`config.mk`:
```
export PLATFORM = sky130hd
export DESIGN_NAME = rr_arbiter8_flat
export DESIGN_NICKNAME = d
export VERILOG_FILES = /design/src/rtl/rr_arbiter8_if.sv /design/src/rtl/rr_arbiter8.sv /design/src/flat_wrapper.sv
export SDC_FILE = /design/constraint.sdc
export NUM_CORES = 1
export LEC_CHECK = 0
export BUFFER_PORTS_ARGS = -buffer_cell sky130_fd_sc_hd__buf_4
export CAP_MARGIN = 20
export CORE_MARGIN = 2
export CORE_UTILIZATION = 51
export CTS_BUF_LIST = sky130_fd_sc_hd__clkbuf_16
export DETAILED_ROUTE_END_ITERATION = 12
export PLACE_DENSITY = 0.76
export SETUP_SLACK_MARGIN = 0.15
export SLEW_MARGIN = 20
export SYNTH_ARGS = -nofsm -noshare
export SYNTH_HDL_FRONTEND = slang
export SYNTH_SLANG_ARGS = --single-unit
```
`constraint.sdc`:
```
create_clock -name clk -period 3.1 [get_ports clk]
set_input_delay 0.62 -clock clk [delete_from_list [all_inputs] [get_ports clk]]
set_output_delay 0.62 -clock clk [all_outputs]
set_load 0.005 [all_outputs]
```
`src/rtl/rr_arbiter8_if.sv`:
```
// Request/grant bus between the requesting sub-blocks and rr_arbiter8.
//   en           arbitration enable (requester side -> arbiter)
//   req[7:0]     per-requester request (requester side -> arbiter)
//   grant_idx    current owner index, drives decoder in[2:0]
//   grant_valid  grant active, drives decoder en
//   grant[7:0]   one-hot grant, mirrors the decoder output
//   grant_count  grants issued since reset, wrapping
// master: requester side; slave: arbiter side.
interface rr_arbiter8_if;
  logic        en;
  logic [7:0]  req;
  logic [2:0]  grant_idx;
  logic        grant_valid;
  logic [7:0]  grant;
  logic [15:0] grant_count;

  modport master (
    output en, req,
    input  grant_idx, grant_valid, grant, grant_count
  );

  modport slave (
    input  en, req,
    output grant_idx, grant_valid, grant, grant_count
  );
endinterface

```
`src/rtl/rr_arbiter8.sv`:
```
// Round-robin arbiter sharing one 3-to-8 decoder among 8 requesters.
// Ports:
//   clk   system clock, rising edge
//   rst   synchronous reset, active-high
//   bus   rr_arbiter8_if.slave: en, req in; grant_idx, grant_valid,
//         grant, grant_count out (all outputs registered)
// Optional feature: define ARB_TIMEOUT_EN to force rotation after MAX_HOLD
// consecutive owned cycles when another requester is waiting.
module rr_arbiter8 #(
  parameter int unsigned MAX_HOLD = 16,
  parameter int unsigned HCW      = 5
) (
  input  logic         clk,
  input  logic         rst,
  rr_arbiter8_if.slave bus
);

  // Reject parameter sets the hold counter cannot represent.
  if ((MAX_HOLD < 2) || ((64'(1) << HCW) <= 64'(MAX_HOLD))) begin : g_bad_cfg
    $error("rr_arbiter8: need MAX_HOLD >= 2 and 2**HCW > MAX_HOLD");
  end

  typedef enum logic {IDLE, BUSY} state_t;

  state_t     state;
  logic [2:0] ptr;
  logic [2:0] pick_idx;
  logic       pick_found;
  logic       owner_req;
  logic       timeout;

  // First set request in search order ptr, ptr+1, ... (3-bit sum wraps 7->0).
  always_comb begin
    pick_found = 1'b0;
    pick_idx   = ptr;
    for (int i = 0; i < 8; i++) begin
      if (!pick_found && bus.req[ptr + 3'(i)]) begin
        pick_found = 1'b1;
        pick_idx   = ptr + 3'(i);
      end
    end
  end

  assign owner_req = bus.req[bus.grant_idx];

`ifdef ARB_TIMEOUT_EN
  localparam logic [HCW-1:0] HOLD_SAT = HCW'(MAX_HOLD - 1);

  logic [HCW-1:0] hold_cnt;

  // grant is the owner's one-hot while BUSY, so this masks out the owner.
  assign timeout = (hold_cnt == HOLD_SAT) && (|(bus.req & ~bus.grant));

  // Consecutive owned cycles, saturating; cleared on each new grant.
  always_ff @(posedge clk) begin
    if (rst) begin
      hold_cnt <= '0;
    end else if (state == IDLE) begin
      hold_cnt <= '0;
    end else if (hold_cnt != HOLD_SAT) begin
      hold_cnt <= hold_cnt + HCW'(1);
    end
  end
`else
  assign timeout = 1'b0;
`endif

  // Grant FSM; every release leaves one dead cycle in IDLE.
  always_ff @(posedge clk) begin
    if (rst) begin
      state           <= IDLE;
      ptr             <= 3'd0;
      bus.grant_idx   <= 3'd0;
      bus.grant_valid <= 1'b0;
      bus.grant       <= 8'd0;
      bus.grant_count <= 16'd0;
    end else begin
      case (state)
        IDLE: begin
          if (bus.en && pick_found) begin
            state           <= BUSY;
            bus.grant_idx   <= pick_idx;
            bus.grant_valid <= 1'b1;
            bus.grant       <= 8'(1) << pick_idx;
            bus.grant_count <= bus.grant_count + 16'd1;
          end
        end
        BUSY: begin
          if (!owner_req || timeout) begin
            state           <= IDLE;
            bus.grant_valid <= 1'b0;
            bus.grant       <= 8'd0;
            ptr             <= bus.grant_idx + 3'd1;
          end
        end
        default: state <= IDLE;
      endcase
    end
  end

endmodule
```
`src/flat_wrapper.sv`:
```
// flat-port wrapper written by rule: the top's interface ports become plain ports
module rr_arbiter8_flat 
#(
  parameter int unsigned MAX_HOLD = 16,
  parameter int unsigned HCW      = 5
)
  (clk, rst, bus_en, bus_req, bus_grant_idx, bus_grant_valid, bus_grant, bus_grant_count);
  rr_arbiter8_if bus_i ();
  input  logic clk;
  input  logic rst;
  input wire logic [$bits(bus_i.en)-1:0] bus_en;
  input wire logic [$bits(bus_i.req)-1:0] bus_req;
  output wire logic [$bits(bus_i.grant_idx)-1:0] bus_grant_idx;
  output wire logic [$bits(bus_i.grant_valid)-1:0] bus_grant_valid;
  output wire logic [$bits(bus_i.grant)-1:0] bus_grant;
  output wire logic [$bits(bus_i.grant_count)-1:0] bus_grant_count;
  assign bus_i.en = bus_en;
  assign bus_i.req = bus_req;
  assign bus_grant_idx = bus_i.grant_idx;
  assign bus_grant_valid = bus_i.grant_valid;
  assign bus_grant = bus_i.grant;
  assign bus_grant_count = bus_i.grant_count;
  rr_arbiter8 #(.MAX_HOLD(MAX_HOLD), .HCW(HCW)) u_core (.clk(clk), .rst(rst), .bus(bus_i));
endmodule
```
=== Yosys cells after proc, flatten, opt, wreduce, memory -nomap -nowiden ===
Index checks and enable logic that the tools add are counted.

* Register bits: 32
* Input port bits: 11
* Output and inout port bits: 28

* Add/subtract/negate cells: 9
* Magnitude comparators: 9
* Eq/ne operators: 2
* Shift-type cells: 1
* Muxes and demuxes: 42
* Bitwise logic cells: 2
* Reductions and logical operators: 18

{| class="wikitable"
|+ Operators with widths
! cell !! count
|-
| 3-bit by 4-bit < comparator with 1-bit output, second input constant || 9
|-
| 1-bit binary-select mux with 3-bit select || 9
|-
| 1-bit 2-to-1 mux || 21
|-
| 3-bit 2-to-1 mux || 7
|-
| 16-bit by 1-bit adder with 16-bit output, second input constant || 1
|-
| 8-bit 2-to-1 mux || 2
|-
| 8-bit one-hot mux with 2 select lines || 1
|-
| 3-bit adder, second input constant || 4
|-
| 1-bit logical AND || 8
|-
| 1-bit by 3-bit left shift with 8-bit output, first input constant || 1
|-
| 1-bit logical NOT || 7
|-
| 3-bit by 1-bit adder with 3-bit output, second input constant || 2
|-
| 3-bit by 2-bit adder with 3-bit output, second input constant || 2
|-
| 2-bit AND reduction || 3
|-
| 1-bit one-hot mux with 2 select lines || 2
|-
| 2-bit by 1-bit inequality test with 1-bit output, second input constant || 1
|-
| 2-bit inequality test, second input constant || 1
|-
| 1-bit inverter || 2
|}

=== Longest topological paths before layout ===
Gate-level depths: netlist (run 1).

* Depth in word-level cells: 27
* Mapped depth: 15
* Mapped depth without buffers: 10

=== Least setup slack after synthesis (run 1) ===
No wires, ideal clock.

* Path type: flip-flop to flip-flop
* From: register u_core.ptr[1]
* To: register u_core.bus.grant[1]
* Library setup time: 0.117 ns
* Arrival time: 3.012 ns
* Slack: -0.029 ns
* Stages on the path, launching flop included: 14
* Buffers on the path: 4
* Path through: dfxtp_1 buf_2 inv_1 ha_1 buf_4 buf_6 mux4_2 mux2_2 nor3_2 o2111ai_1 and2_1 buf_6 and3b_4 a32o_1

* Longest elaborated chain between the ends: 27
* Elaborated cells on any way between the ends: 58

{| class="wikitable"
|+ Ends and longest elaborated chain
! element !! line !! source
|-
| start: declaration || rr_arbiter8.sv:26 || <nowiki>logic [2:0] ptr;</nowiki>
|-
| start signal: assignment || rr_arbiter8.sv:93 || <nowiki>ptr <= bus.grant_idx + 3'd1;</nowiki>
|-
| branches (longest 27 deep; another with 3-bit by 1-bit adder with 3-bit output) || - ||
|-
| end signal: assignment || rr_arbiter8.sv:84 || <nowiki>bus.grant <= 8'(1) << pick_idx;</nowiki>
|-
| end: declaration || rr_arbiter8_if.sv:24 || <nowiki>output grant_idx, grant_valid, grant, grant_count</nowiki>
|}

Parallel ways; which one is timed is not known. The select of a mux whose other input is x is not followed.
A chain may end at the register's enable or synchronous reset.

=== Worst setup path after layout (run 1) ===
* From: register u_core.ptr[0]
* To: register u_core.bus.grant_idx[2]

* Longest elaborated chain between the ends: 26
* Elaborated cells on any way between the ends: 54

{| class="wikitable"
|+ Ends and longest elaborated chain
! element !! line !! source
|-
| branches (longest 26 deep; another with 3-bit by 1-bit adder with 3-bit output) || - ||
|-
| end signal: assignment || rr_arbiter8.sv:82 || <nowiki>bus.grant_idx <= pick_idx;</nowiki>
|-
| end: declaration || rr_arbiter8_if.sv:24 ||
|}

Parallel ways; which one is timed is not known. The select of a mux whose other input is x is not followed.

==> results of run 1 <==
[cell usage in the layout (no fill, tap or decap), types with 3 or more instances in the layout]
master	instances
xnor2_1	4
a21oi_2	3
nand2b_1	5
and2_1	4
o21ai_0	9
ha_1	3
a21oi_1	8
mux2_2	7
mux4_2	12
nor3_1	7
inv_1	9
nor2b_1	5
buf_4	55
a31oi_1	3
dfxtp_1	30
xor2_1	10
nand2_1	10
nand4_1	3
a32o_1	9
mux2i_1	8
clkbuf_16	5
nor2_1	28
nand3_1	8
a211oi_1	3
[power breakdown]
group	total [mW]	leakage [nW]	switching [mW]	internal [mW]
clock network	0.453	0.0701	0.166	0.288
registers	0.467	0.261	0.0296	0.438
logic	0.699	0.850	0.368	0.331
total	1.62	1.18	0.563	1.06
[worst max-delay path, stage by stage (launching register included)]
cell	delay, ns
dfxtp_4	0.37
inv_6	0.04
ha_4	0.26
buf_4	0.14
mux2i_2	0.16
mux4_2	0.57
a22o_4	0.35
o21ai_0	0.09
a32oi_1	0.07
o21a_1	0.23
o32a_1	0.27
a211oi_1	0.32
[worst paths after layout]
path | startpoint | to | cells after the start
min reg2reg | u_core.bus.grant[4]$_SDFFE_PP0P_ | u_core.bus.grant[4]$_SDFFE_PP0P_ | 1
max reg2reg | u_core.ptr[0]$_SDFFE_PP0P_ | u_core.bus.grant_idx[2]$_SDFFE_PP0P_ | 11
min | u_core.bus.grant[4]$_SDFFE_PP0P_ | u_core.bus.grant[4]$_SDFFE_PP0P_ | 1
max | u_core.ptr[0]$_SDFFE_PP0P_ | u_core.bus.grant_idx[2]$_SDFFE_PP0P_ | 11
[metrics by stage]
stage	cells	power (mW)	setup WS (ns)
finish	358	1.620	0.1165
global route	358	1.696	0.06042
CTS	344	1.507	0.1673
detailed placement	335	1.041	0.1289
global placement	335	1.035	0.1678
floorplan	252	0.9033	0.1127
[routing by layer]
layer | part of all wire, % | wire length, um
met5 | 0 | 0
met4 | 1.8 | 116
met3 | 7.2 | 463
met2 | 47 | 3030
met1 | 44 | 2827
[cell families after synthesis]
family | Yosys count | share of synthesized area, %
compound gates | 59 | 19.30
mux | 30 | 19.95
buf+inv | 23 | 5.376
fa+ha+maj | 4 | 2.151
flops | 32 | 27.53
simple gates | 88 | 19.36
xor+xnor | 16 | 6.344
[timing repair]
item | in CTS | in global routing
buffers inserted | 0 | 14
gates cloned | 1 | 0
pin swaps | 1 | 11
setup endpoints to repair | 9 | 15
resized for setup | 1 | 24
endpoints found under the hold margin | 0 | 0
[registers in the layout (all words and copies together), names as in the netlist]
register,count
u_core.bus.grant_count,16
u_core.bus.grant,8
u_core.bus.grant_idx,3
u_core.ptr,3
u_core.bus.grant_valid,1
u_core.state,1
[final cells by class]
cell class                 instances  area [um^2]  share of cell area, %
tap                               52        65.06                  2.115
sequential                        32        648.1                  21.07
multi-input combinational        198         1727                  56.12
clock inverter                     3        11.26                 0.3660
inverter                          10        45.04                  1.464
clock buffer                       5        125.1                  4.067
timing repair buffer              58        455.4                  14.80
==> impl_metrics.toml, run 1 <==
[layout]
syn_to_final_growth_pct = 32.20
nFillCells = 335
layout-drive-gt1-share_pct = 39.22
n_antenna_cell = 0
final_nets = 320
final_area_um2 = 3077
final_core_util_pct = 70.18

[power]
max-vdd-ir-drop_v = 0.0004521
power_density_nw_per_um2 = 526.5
p_leak_nw = 1.181

[timing]
worst_pin_slew_ns = 0.6822
slew_headroom_pct = 54.52
finalMaxSlewViolations = 0
holdWs_ns = 0.4629
final-setup-viol-count = 0
rsz0062_at_grt = "true"
finalHoldViolations = 0
fin_crit_ns = 2.984
tns_ns = 0
max_freq_ghz = 0.3352
fin_skew_ns = 0.005232
period_share_pct = 96.24

[route]
routed_wl_um = 6438
via_per_inst = 6.277
final_antenna_net_count = 0
vias = 2247
avgRoutedWirePerCell_um = 17.98
drt_first_iter_violations = 200
drc_errors = 0
firstDrtPassIters = 4

[yosys]
synth_area_leaders = "dfxtp_1 (28%), mux4_2 (12%), nor2_1 (4.5%), a32o_1 (3.9%), mux2i_1 (3.9%)"
yosys_warnings = 0
syn_nets = 267
ys_seq_elements = 32
synth_edf_count = 0
syn_area_per_cell_um2 = 9.235
yosysMostFrequentCell = "dfxtp_1"
synth_common_cells = "dfxtp_1 (32), nor2_1 (28), mux4_2 (12)"
synthFlopType = "dfxtp_1"
synthesis.area_um2 = 2327
yosys.area.top_type_share_pct = 27.53
async_flop_share_pct = 0
syn_inst = 252
yosysSeqAreaShare_pct = 27.53
synth_top_area_cell = "dfxtp_1"
synth.distinct_cells = 54

[cts]
cts.path.max_buffers = 2
cts_root_buf = "clkbuf_16"
cts_tree = "yes"
numCtsBuffers = 5
clk-insertion-delay-late_ns = 0.28
h-tree-depth = 2
clock_sinks = 32
cts_hold_buf = 0
clk_pin_slew_ns = 0.05

[floorplanning]
initial_core_util_pct = 53.08
rows = 24
die_w_um = 71.55
core_um2 = 4384
die_h_um = 71.55
die-area_um2 = 5119
ioPinCount = 39

[setup_path]
timing.reg2reg.setup_slack_ns = 0.12
cp-start-kind = "flip-flop"
worst-path-max-fanout = 8
critPathCaptureType = "flip-flop"
required_ns = 3.27
crit_type = "flip-flop to flip-flop"
arrival_ns = 3.16

[global_routing]
grt_max_degree = 27
grt.met3_usage_pct = 6.470
grt_pass1_vias = 1988
grt_use_met1_pct = 36.53
gr-usage-met2_pct = 34.16
grt_pass1_wl_um = 9853
antenna_found_initial = 0
grt_overflow = 0
grt.busiest_layer = "met1"
grt.total_usage_pct = 24.14

[run]
drv_cap = 0

[placement]
placed_cell_area_um2 = 2683
gp_congestion = 0.9017
detailed_place_hpwl_um = 4208
io_buffer_count = 38

[min_path]
hold_path.class = "flip-flop to flip-flop"

[run_status]
status = "finished clean"
Power figures use the tool's default switching activity.
==> run 2: changes to the inputs <==
- CORE_UTILIZATION: 51 -> 45
- PLACE_DENSITY: 0.76 -> 0.69
- SETUP_SLACK_MARGIN: 0.15 -> 0.3
==> run 2 against run 1 <==
Count of clock-buffer cells in the layout stayed put. Critical path depth stayed put. Maximum frequency is 4.9% higher. Clock skew is 0.0014 ns higher. Combinational power is 4.4% higher. Clock power is 20% higher. Non-clock buffer count is 2 lower. Routed wire length is 6.2% lower. Flip-flop and latch count stayed put. First-iteration DRC count is 47% lower. Final area is 2.4% higher. Utilization is 7.7 points lower. Critical endpoint is now u_core.bus.grant[7]$_SDFFE_PP0P_. Largest cell class unchanged. Largest power group unchanged.
==> impl_metrics.toml, run 2 (same netlist as run 1, synthesis figures left out) <==
[placement]
placed_cell_area_um2 = 2716
detailed_place_hpwl_um = 4164
dp.cells = 353
io_buffer_count = 38
gp_congestion = 0.9503

[cts]
cts_root_buf = "clkbuf_16"
clk_pin_slew_ns = 0.05
h-tree-depth = 2
clk-insertion-delay-late_ns = 0.28
cts_tree = "yes"
cts.path.max_buffers = 2
clock_sinks = 32
numCtsBuffers = 5

[power]
p_comb_share_pct = 42.0
p_leak_nw = 1.188
p_seq_share_pct = 26.8
clkPwrFrac_pct = 31.3
switchingPower_uw = 581.9
intPower_mw = 1.159
swShare_pct = 33.43
max-vdd-ir-drop_v = 0.0003414
power_density_nw_per_um2 = 552.3

[floorplanning]
die_w_um = 75.92
ioPinCount = 39
initial_core_util_pct = 46.15
die-area_um2 = 5763
rows = 26
core_um2 = 5042
die_h_um = 75.92

[global_routing]
antenna_found_initial = 0
grt_pass1_vias = 1980
grt_overflow = 0
grt_max_degree = 27
grt_pass1_wl_um = 10060
grt.total_usage_pct = 21.43

[layout]
final_cell_mix = "buf_4 (51), dfxtp_1 (30), nor2_1 (28)"
n_antenna_cell = 0
final_nets = 317
syn_to_final_growth_pct = 35.43
layout-drive-gt1-share_pct = 38.94
largest_reg_flops = 16
final_area_um2 = 3152
layout_commonest_cell = "buf_4"
reg_top3 = "u_core.bus.grant_count (16), u_core.bus.grant (8)"
finalNonFillerCells = 373
final_core_util_pct = 62.51
top_register = "u_core.bus.grant_count"

[setup_path]
critPathCaptureType = "flip-flop"
required_ns = 3.27
critical_path.max_stage_delay_ns = 0.55
arrival_ns = 3.01
worst-path-max-fanout = 6
slowest_stage = "mux4_2"
cp-start-kind = "flip-flop"
crit_chain = "inv_4, ha_4, buf_12, mux2i_2, mux4_2, a22oi_1, nor4_4, o2bb2ai_1, a31o_2, and2_4, a32o_1"
crit_family = "compound AO/OA/AOI/OAI gates"
cp_num_buf_inv = 2
crit_type = "flip-flop to flip-flop"

[min_path]
hold_path.class = "flip-flop to flip-flop"

[timing]
holdWs_ns = 0.4677
final-setup-viol-count = 0
finalHoldViolations = 0
rsz0062_at_grt = "true"
max_freq_ghz = 0.3515
slew_headroom_pct = 67.80
worst_pin_slew_ns = 0.4830
fin_crit_ns = 2.845
fin_skew_ns = 0.006618
period_share_pct = 91.76
tns_ns = 0
finalMaxSlewViolations = 0

[route]
drt_first_iter_violations = 106
via_per_inst = 5.743
firstDrtPassIters = 4
drc_errors = 0
avgRoutedWirePerCell_um = 16.20
routed_wl_um = 6042
vias = 2142
final_antenna_net_count = 0

[run]
drv_cap = 0

[run_status]
status = "finished clean"
-- run 2: cell types whose count changed in the layout (fill, tap and decap cells not counted), sizes merged --
cell / delta
clkinv: -1
and2: -1
bufinv: +1
buf: -2
-- run 2: per-stage QoR --
stage | worst slack, ns | power [mW]
global route | 0.1645 | 1.822
CTS | 0.2725 | 1.701
finish | 0.2554 | 1.741
floorplan | 0.1127 | 0.9072
global placement | 0.07914 | 1.047
detailed placement | 0.1206 | 1.052
-- run 2: power groups by stage --
stage          clock network (mW)  logic (mW)  registers (mW)
2_1_floorplan                   0       0.438           0.469
3_3_place_gp                    0       0.573           0.474
3_5_place_dp                    0       0.578           0.474
4_1_cts                     0.552       0.683           0.466
5_1_grt                     0.570       0.783           0.470
6_report                    0.544       0.730           0.466
-- run 2: cell type report --
type / count / area (um^2)
clock buffers: 5 / 125.1
clock inverters: 3 / 38.79
fillers: 433 / 1891
inverters: 10 / 45.04
multi-input cells: 197 / 1750
flip-flops and latches: 32 / 648.1
well taps: 70 / 87.58
repair buffers: 56 / 456.7
-- run 2: final timing paths --
kind / startpoint / endpoint / slack (ns) / depth (start not counted)
worst min-delay path: u_core.bus.grant[5]$_SDFFE_PP0P_ / u_core.bus.grant[5]$_SDFFE_PP0P_ / 0.47 / 1
worst max register to register: u_core.ptr[1]$_SDFFE_PP0P_ / u_core.bus.grant[7]$_SDFFE_PP0P_ / 0.26 / 11
worst min register to register: u_core.bus.grant[5]$_SDFFE_PP0P_ / u_core.bus.grant[5]$_SDFFE_PP0P_ / 0.47 / 1
worst max-delay path: u_core.ptr[1]$_SDFFE_PP0P_ / u_core.bus.grant[7]$_SDFFE_PP0P_ / 0.26 / 11
-- run 2: metal layers --
layer  wire (um)  global-route usage (%)  share of wire (%)  up-vias
met5           0                       0                  0        -
li1            -                       -                  -     1053
met1        2840                   30.10                 47     1021
met4          52                   6.545               0.86        0
met3         311                   4.048                5.1        5
met2        2837                   33.66                 47       63
-- run 2: repair_timing --
item	CTS	global route
buffers inserted	12	0
pin swaps	10	14
endpoints found under the hold margin	0	0
hold buffers	0	0
gates cloned	0	0
setup endpoints to repair	16	27
gates resized for setup	20	8
